[src/rtl/branch_resolve.sv]
// ---------------------------------------------------------------------------
// branch_resolve
//   Execute-side partner of the fetch PC generator. A 2-bit saturating branch
//   history table (BHT) predicts the branch at the fetch PC. Resolved branches
//   at execute are checked against the prediction they carried. A mismatch
//   raises a one-cycle flush with the corrected PC and trains the table.
//   Saturating counters track resolved branches and mispredicts.
//
// Ports
//   clk, rst         : clock, synchronous active-high reset
//   stall            : pipeline hold; freezes every state element except the
//                      flush pulse, which always self-clears
//   f_is_branch,f_pc : fetch-side predecode and PC
//   jmp_pred         : combinational prediction for f_pc
//   ex_valid, ex_is_branch, ex_pred, ex_taken, ex_pc, ex_target
//                    : execute-stage branch resolution inputs
//   flush_flag       : registered one-cycle mispredict pulse
//   flush_pc         : corrected next PC, valid while flush_flag is high
//   br_cnt, miss_cnt : saturating statistics counters
// ---------------------------------------------------------------------------
module branch_resolve #(
  parameter int PC_W   = 16,
  parameter int IDX_W  = 4,
  parameter int SHADOW = 2,
  parameter int CNT_W  = 16
) (
  input  logic             clk,
  input  logic             rst,
  input  logic             stall,
  input  logic             f_is_branch,
  input  logic [PC_W-1:0]  f_pc,
  output logic             jmp_pred,
  input  logic             ex_valid,
  input  logic             ex_is_branch,
  input  logic             ex_pred,
  input  logic             ex_taken,
  input  logic [PC_W-1:0]  ex_pc,
  input  logic [PC_W-1:0]  ex_target,
  output logic             flush_flag,
  output logic [PC_W-1:0]  flush_pc,
  output logic [CNT_W-1:0] br_cnt,
  output logic [CNT_W-1:0] miss_cnt
);

  localparam int DEPTH = 1 << IDX_W;

  // 2-bit counter training: saturate at 3 when taken, at 0 when not taken.
  function automatic logic [1:0] ctr_train(input logic [1:0] c, input logic taken);
    if (taken) ctr_train = (c == 2'd3) ? c : c + 2'd1;
    else       ctr_train = (c == 2'd0) ? c : c - 2'd1;
  endfunction

  // Statistics counters stick at all-ones instead of wrapping.
  function automatic logic [CNT_W-1:0] sat_inc(input logic [CNT_W-1:0] v);
    sat_inc = (v == {CNT_W{1'b1}}) ? v : v + CNT_W'(1);
  endfunction

  logic [1:0]       bht_q [DEPTH];
  logic [1:0]       shadow_q, shadow_d;
  logic             flush_flag_q, flush_flag_d;
  logic [PC_W-1:0]  flush_pc_q, flush_pc_d;
  logic [CNT_W-1:0] br_cnt_q, br_cnt_d;
  logic [CNT_W-1:0] miss_cnt_q, miss_cnt_d;

  logic [IDX_W-1:0] f_idx, ex_idx;
  logic             resolve, mispred;
  logic             unused_f_pc;

  assign f_idx       = f_pc[IDX_W+1:2];
  assign ex_idx      = ex_pc[IDX_W+1:2];
  assign unused_f_pc = ^{f_pc[PC_W-1:IDX_W+2], f_pc[1:0]};

  // Prediction reads the registered table, so an update in the same cycle
  // only becomes visible on the following cycle.
  assign jmp_pred = f_is_branch & bht_q[f_idx][1];

  // Execute results that arrive while the shadow is non-zero belong to the
  // wrong path behind a flush and must not train or count.
  assign resolve = ex_valid & ex_is_branch & ~stall & (shadow_q == 2'd0);
  assign mispred = ex_pred ^ ex_taken;

  always_comb begin
    flush_flag_d = resolve & mispred;
    flush_pc_d   = flush_pc_q;
    br_cnt_d     = br_cnt_q;
    miss_cnt_d   = miss_cnt_q;
    shadow_d     = shadow_q;

    if (resolve) br_cnt_d = sat_inc(br_cnt_q);

    if (flush_flag_d) begin
      flush_pc_d = ex_taken ? ex_target : ex_pc + PC_W'(4);
      miss_cnt_d = sat_inc(miss_cnt_q);
      shadow_d   = 2'(SHADOW);
    end else if (!stall && shadow_q != 2'd0) begin
      shadow_d = shadow_q - 2'd1;
    end
  end

  always_ff @(posedge clk) begin
    if (rst) begin
      flush_flag_q <= 1'b0;
      flush_pc_q   <= '0;
      br_cnt_q     <= '0;
      miss_cnt_q   <= '0;
      shadow_q     <= 2'd0;
    end else begin
      // flush_flag_d is forced low by stall, so the pulse never stretches.
      flush_flag_q <= flush_flag_d;
      flush_pc_q   <= flush_pc_d;
      br_cnt_q     <= br_cnt_d;
      miss_cnt_q   <= miss_cnt_d;
      shadow_q     <= shadow_d;
    end
  end

  always_ff @(posedge clk) begin
    if (rst) begin
      for (int i = 0; i < DEPTH; i++) bht_q[i] <= 2'b01;
    end else if (resolve) begin
      bht_q[ex_idx] <= ctr_train(bht_q[ex_idx], ex_taken);
    end
  end

  assign flush_flag = flush_flag_q;
  assign flush_pc   = flush_pc_q;
  assign br_cnt     = br_cnt_q;
  assign miss_cnt   = miss_cnt_q;

endmodule

[config.mk]
export PLATFORM = sky130hd
export DESIGN_NAME = branch_resolve
export DESIGN_NICKNAME = d
export VERILOG_FILES = /design/src/rtl/branch_resolve.sv
export SDC_FILE = /design/constraint.sdc
export NUM_CORES = 1
export LEC_CHECK = 0
export CORE_ASPECT_RATIO = 0.7
export CORE_MARGIN = 3
export CORE_UTILIZATION = 50
export CTS_CLUSTER_SIZE = 20
export DETAILED_ROUTE_END_ITERATION = 16
export PLACE_DENSITY_LB_ADDON = 0.1
export SYNTH_ARGS = -nofsm -noshare
export SYNTH_HDL_FRONTEND = slang
export SYNTH_SLANG_ARGS = --single-unit
[constraint.sdc]
create_clock -name clk -period 2.43 [get_ports clk]
set_input_delay 0.486 -clock clk [delete_from_list [all_inputs] [get_ports clk]]
set_output_delay 0.486 -clock clk [all_outputs]
set_load 0.03 [all_outputs]
After elaboration in Yosys (flattened, before gate mapping)
Memories as Yosys holds them, arrays and structs flattened.
Index checks and enable logic that the tools add are counted.
Storage, ports and cells
  bits in registers: 51
  bits in latches: 0
  bits in writable memories: 32
  memory bits (read-only): 0
  input port bits: 56
  output and inout bits: 50
  word-level logic and storage cells: 51
  memories kept: 1
Memories
  bht_q: depth 16, bits a word 2, read ports 2, clocked after Yosys merged registers in 0, write ports 16, line 58  | logic [1:0] bht_q [DEPTH];
Cells by class
  add/subtract/negate cells: 6
  $mul: 0
  div/mod/pow operators: 0
  order comparisons: 0
  equal/unequal tests: 3
  shift operators: 0
  multiplexer cells: 16
  bitwise logic cells: 9
  reductions and logical operators: 10
Operators by type and width (count)
  $add 16x1->16 const B: 2
  $eq 16x16->1 const B: 2
  $add 16x3->16 const B: 1
  $mux 16: 1
  $mux 2: 8
  $mux 1: 6
  $and 1x1->1: 5
  $logic_not 2->1: 2
  $mux 4: 1
  $reduce_and 2->1: 2
  $reduce_bool 2->1: 2
  $reduce_or 2->1: 2
  $sub 2x1->2 const B: 2
  $not 1->1: 3
  $add 2x1->2 const B: 1
  $eq 2x2->1 const B: 1
  $logic_and 1x1->1: 1
  $logic_not 1->1: 1
  $xor 1x1->1: 1

Longest topological paths before layout
Gate-level depths: netlist of run 1.
  depth after elaboration: 8
  mapped depth: 8
  depth with buffers taken out: 7

Worst setup path before layout of run 1
Ideal clock, no wire load.
  kind: input port to flip-flop
  start: input ex_pc[2]
  end: memory bht_q[10][1] (data pin)
  setup time: 269 ps
  arrival time: 1897 ps
  required time: 2161 ps
  path slack: 264 ps
  stages on the path: 6
  buffers on the path: 1
  cells stage by stage: mux4_1 a22o_1 a211oi_2 maj3_4 buf_6 nor3_2
RTL lines
  start: declaration: line 37  | input logic [PC_W-1:0] ex_pc,
  end: declaration: line 58

==> results of run 1 <==
cells in the mapped netlist, drive strengths merged (13+ instances only):
| library cell | instances | area [µm²] |
|---|---|---|
| dfxtp | 51 | 1020 |
| nor2 | 62 | 243 |
| nand2 | 50 | 188 |
| nand3 | 18 | 90.1 |
| inv | 14 | 52.6 |
| clkbuf | 20 | 75.1 |
| edfxtp | 32 | 961 |
| a21oi | 14 | 70.1 |
| nor3 | 26 | 160 |
| o21ai | 22 | 110 |
| mux4 | 13 | 308 |
| xnor2 | 30 | 263 |
cell families after synthesis:
logic type,after synthesis
adder cells (fa/ha/maj),9
multiplexers,21
AND/OR/NAND/NOR,204
AO/OA/AOI/OAI,68
flip-flops,83
XOR/XNOR,40
buffers and inverters,40
report_power, final:
group	internal [mW]	leakage, nW	switching [mW]
combinational	0.225	1.18	0.245
sequential	1.47	0.686	0.0225
clock	0.715	0.136	0.547
area by class of cell:
class,instances,area (µm²),area share
timing repair buffer,138,1290,0.213
sequential,83,1980,0.327
clock buffer,11,243,0.0400
clock inverter,5,28.8,0.00475
tap,120,150,0.0248
multi-input combinational,343,2320,0.382
inverter,14,52.6,0.00867
metal layers:
metal,track usage,wire (µm)
met5,0,0
met4,0.0883,257
met3,0.0700,1030
met2,0.358,5220
met1,0.369,5930
state kept, by name, indices dropped and copies added (netlist names):
| name | cells |
|---|---|
| br_cnt | 16 |
| shadow_q | 2 |
| flush_pc | 16 |
| bht_q | 32 |
| miss_cnt | 16 |
| flush_flag | 1 |
how the worst max path moves through the flow:
stage | start | slack [ns] | to
2_1_floorplan | ex_pc[2] | 0.26 | bht_q[10][1]$_SDFFCE_PN0P_
3_3_place_gp | f_pc[2] | -0.89 | jmp_pred
3_5_place_dp | f_pc[2] | -0.93 | jmp_pred
4_1_cts | bht_q[14][1]$_SDFFCE_PN0P_ | -0.07 | jmp_pred
5_1_grt | bht_q[14][1]$_SDFFCE_PN0P_ | -0.11 | jmp_pred
6_report | bht_q[14][1]$_SDFFCE_PN0P_ | -0.06 | jmp_pred
tightest hold or removal path, stage by stage (launching register included):
cell and delay [ns]:
dfxtp_1 0.31, nand2_1 0.05, a21oi_1 0.06
metrics by stage:
step | hold slack, ns | worst slack [ns]
final | 0.460 | -0.0642
after global routing | 0.484 | -0.114
after CTS | 0.463 | -0.0663
after detailed placement | 0.455 | -0.928
after global placement | 0.443 | -0.895
after floorplan | 0.514 | 0.264
timing repair:
item,in CTS,in global routing
endpoints found under the setup margin,33,3
cloned,0,1
resized for setup,16,3
buffers inserted,4,0
pin swaps,2,2
==> flow_metrics.tcl, run 1 <==
set metrics [dict create \
    die_h_um 85.0 \
    netlist_area_mm2 0.00445 \
    status "finished, violations left" \
    synthCells 465 \
    final_util 0.709 \
    h-tree-depth 3 \
    hold_viol 0 \
    synthAdderAreaFrac 0.0258 \
    crit_fanout 2 \
    postPlaceCellArea_mm2 0.00573 \
    ys_seq_area_frac 0.445 \
    fin_ws_ns -0.0642 \
    antenna_found_initial 0 \
    synth_top_family_by_area "simple AND/OR/NAND/NOR gates" \
    synthArstFlopShare 0 \
    required_ns 1.94 \
    clk_latency_ns 0.34 \
    io_pins 106 \
    via_count 4016 \
    hp-class "register to register" \
    wl_per_cell_um 17.4 \
    cpMostUsedCell "mux4_2" \
    powerDensity_mw_per_mm2 532 \
    grt_max_degree 51 \
    drtIter0Drc 436 \
    synth_seq_cells 83 \
    grt_pass1_vias 3881 \
    overflow 0 \
    maxCapViolations 0 \
    critPathSlowestCell "mux4_2" \
    dp.cells 693 \
    relSlewSlack 0.559 \
    syn_to_final_growth_pct 36.1 \
    start_util 0.521 \
    syn-num-nets 528 \
    hold_end "flush_pc[10]$_SDFFE_PP0P_" \
    crit_family "multiplexers" \
    cts_root_buf "clkbuf_16" \
    end_kind "primary output" \
    cp_data_arrival_time_ns 2.01 \
    worstRegToRegCells 5 \
    power_leakage_nw 2.00 \
    drc_errors 0 \
    worst_pin_slew_ns 0.661 \
    cts_buffers 9 \
    hold_start "flush_pc[10]$_SDFFE_PP0P_" \
    synth-edff-count 32 \
    num_rows 28 \
    viasPerCell 5.62 \
    final_common_cell "clkdlybuf4s50_1" \
    most-common-layout-cells "clkdlybuf4s50_1 (87), nor2_1 (58), dfxtp_1 (51)" \
    clock-sinks 83 \
    core-area_mm2 0.00855 \
    first_pass_iters 5 \
    synth.distinct_cells 48 \
    regToRegSetupSlack_ns 0.15 \
    whs_path_depth 2 \
    yosys.area_share.xor_xnor 0.0787 \
    tns_ns -0.0642 \
    grt_pass1_wl_um 20000 \
    critPathKind "register to primary output" \
    synth_area_per_cell_um2 9.58 \
    violations "setup timing" \
    cp-start-kind "register" \
    total_power_mw 3.23 \
    finalClockSkew_ns 0.00655 \
    slowest_delay_ns 0.48 \
    design_area_mm2 0.00606 \
    ys.flop_type "dfxtp_1" \
    cp_cell_sequence "mux4_2, mux4_2, and2_4, buf_6" \
    clk_pin_slew_ns 0.06 \
    drtAntennaViolNets 0 \
    n_antenna_cell 0 \
    globalRouteTotalUtil 0.251 \
    final_cells 714 \
    drive_above_1_share 0.152 \
    synthMuxAreaShare 0.0871 \
    period_minus_slack_ns 2.49 \
    rr_endpoint "bht_q[10][0]$_SDFFCE_PN1P_" \
    cp.depth 4 \
    clock_path_buffers 2 \
    dp_hpwl_um 9210 \
    r2r_start "bht_q[3][1]$_SDFFCE_PN0P_" \
    postCtsHoldBufs 0 \
    synth_compound_area_frac 0.0986 \
    fmax_ghz 0.401 \
    final_nets 652 \
    rsz0062_at_grt "true" \
    path_buf_inv 1 \
    die_area_mm2 0.0101 \
    fp.dieW_um 119 \
    gp_congestion 0.855 \
    synth_warnings 0 \
    fillers 696 \
    setup_viol 1 \
    min_period_over_period 1.03 \
    drv_slew 0 \
    cts_tree "built" \
    yosys.area_share.simple 0.225 \
    vdd_drop_max_mv 0.368 \
    totalWireLength_um 12400 \
    io_buffers 93 \
]
No activity file was read; power rests on OpenSTA's default activity.
==> run 2, diff against run 1 <==
- CTS_CLUSTER_SIZE: 20 -> 10
==> results of run 2 <==
Final layout, timing and power as in run 1 (identical DEF).
==> run 3, diff against run 2 <==
- CORE_ASPECT_RATIO: 0.7 -> 0.6
- clock period: 2.43 -> 2.75 ns (I/O delays scaled with it)
==> flow_metrics.tcl, run 3 (synthesized netlist as in run 1, its figures left out) <==
set metrics [dict create \
    highest_layer "met4" \
    fp.dieW_um 128 \
    fmax_ghz 0.374 \
    globalRouteTotalUtil 0.265 \
    overflow 0 \
    drv_slew 0 \
    crit_end "jmp_pred" \
    grt_pass1_wl_um 20600 \
    syn_to_final_growth_pct 33.2 \
    clk_latency_ns 0.34 \
    end_kind "primary output" \
    worst_pin_slew_ns 0.750 \
    drc_errors 0 \
    status "complete, no violations" \
    maxCapViolations 0 \
    most-common-layout-cells "clkdlybuf4s50_1 (88), nor2_1 (58), dfxtp_1 (51)" \
    drtIter0Drc 404 \
    rr_endpoint "bht_q[11][1]$_SDFFCE_PN0P_" \
    wl_per_cell_um 19.1 \
    clk_pin_slew_ns 0.06 \
    met3_length_um 1220 \
    drtAntennaViolNets 0 \
    fillers 628 \
    top_register "bht_q" \
    critPathKind "primary input to primary output" \
    first_pass_iters 5 \
    largest_reg_flops 32 \
    setup_viol 0 \
    antenna_found_initial 0 \
    io_pins 106 \
    n_antenna_cell 0 \
    fin_ws_ns 0.0765 \
    regToRegSetupSlack_ns 0.40 \
    wl_met1_um 5960 \
    core-area_mm2 0.00826 \
    clock-sinks 83 \
    setup.worst_path.start "f_pc[2]" \
    relSlewSlack 0.487 \
    h-tree-depth 3 \
    io_buffers 93 \
    cp_data_arrival_time_ns 2.12 \
    cts_root_buf "clkbuf_16" \
    wl_met2_um 5730 \
    worstRegToRegCells 6 \
    crit_fanout 4 \
    r2r_start "bht_q[3][1]$_SDFFCE_PN0P_" \
    min_period_over_period 0.972 \
    cts_buffers 9 \
    num_rows 25 \
    grt_max_degree 33 \
    final_nets 636 \
    gp_congestion 0.992 \
    hp-class "register to register" \
    pre_cts_ws_ns -0.739 \
    clock_path_buffers 2 \
    final_common_cell "clkdlybuf4s50_1" \
    holdWs_ns 0.461 \
    cts_tree "built" \
    required_ns 2.20 \
    cp-start-kind "primary input" \
    vdd_drop_max_mv 0.330 \
    dp_hpwl_um 9690 \
    via_count 4077 \
    grt_pass1_vias 3891 \
    rsz0062_at_grt "false" \
    power_leakage_nw 1.93 \
    period_minus_slack_ns 2.67 \
    hold_viol 0 \
    start_util 0.539 \
    total_power_mw 2.93 \
    die_area_mm2 0.0101 \
    totalWireLength_um 13100 \
    drive_above_1_share 0.121 \
    die_h_um 79.1 \
    viasPerCell 5.94 \
    powerDensity_mw_per_mm2 494 \
    finalClockSkew_ns 0.00356 \
]
## run 3: cell types whose count changed in the layout (fill, tap and decap cells not counted), moves of 2 or more
| cell | change |
|---|---|
| clkbuf_1 | +3 |
| buf_6 | -2 |
| clkbuf_16 | +2 |
| buf_4 | -14 |
| clkinv_2 | -2 |
## run 3: final cells by class
| cell class | count | area, µm² | share of cell area |
|---|---|---|---|
| multi-input combinational | 343 | 2310 | 0.390 |
| timing repair buffer | 122 | 1150 | 0.194 |
| clock inverter | 1 | 5.00 | 0.000844 |
| sequential | 83 | 1980 | 0.334 |
| tap | 108 | 135 | 0.0228 |
| inverter | 14 | 52.6 | 0.00886 |
| clock buffer | 15 | 290 | 0.0489 |
## run 3: worst min path at each step
| stage | from | to | slack (ns) | depth (start not counted) |
|---|---|---|---|---|
| after global placement | flush_pc[7]$_SDFFE_PP0P_ | flush_pc[7]$_SDFFE_PP0P_ | 0.45 | 2 |
| after detailed placement | flush_pc[7]$_SDFFE_PP0P_ | flush_pc[7]$_SDFFE_PP0P_ | 0.45 | 2 |
| after global routing | flush_pc[10]$_SDFFE_PP0P_ | flush_pc[10]$_SDFFE_PP0P_ | 0.49 | 2 |
| after CTS | flush_pc[7]$_SDFFE_PP0P_ | flush_pc[7]$_SDFFE_PP0P_ | 0.46 | 2 |
| after floorplan | shadow_q[0]$_SDFFE_PP0P_ | shadow_q[0]$_SDFFE_PP0P_ | 0.51 | 2 |
| final | flush_pc[10]$_SDFFE_PP0P_ | flush_pc[10]$_SDFFE_PP0P_ | 0.46 | 2 |
## run 3: critical path, cell delays in order
cell and delay, ns:
clkdlybuf4s15_2 0.25, mux4_2 0.51, mux4_2 0.48, and2_1 0.16, buf_2 0.17
## run 3: report_power, final
part / internal (mW) / total, mW / switching, mW / leakage [nW]
clock: 0.723 / 1.21 / 0.482 / 0.144
combinational: 0.185 / 0.404 / 0.218 / 1.10
sequential: 1.30 / 1.32 / 0.0209 / 0.686
## run 3: what timing repair did
action                                  4_1_cts  5_1_grt
pin swaps                                     0        2
buffers inserted                              0        2
gates resized for setup                       9        2
gates cloned                                  0        1
endpoints found under the setup margin        1       16
hold buffers                                  0        0
## run 3: routing by layer
metal | track usage | up-vias
met5 | 0 | -
met4 | 0.0646 | 0
met3 | 0.0585 | 22
met2 | 0.397 | 202
met1 | 0.391 | 1959
li1 | - | 1894
## run 3: stage by stage
stage	cell area [µm²]	cells	util	TNS, ns
global route	5930	686	0.718	0
detailed placement	5590	667	0.677	-8.57
global placement	5590	667	0.677	-7.00
floorplan	4450	465	-	0
finish	5930	686	0.718	0
CTS	5880	683	0.713	0
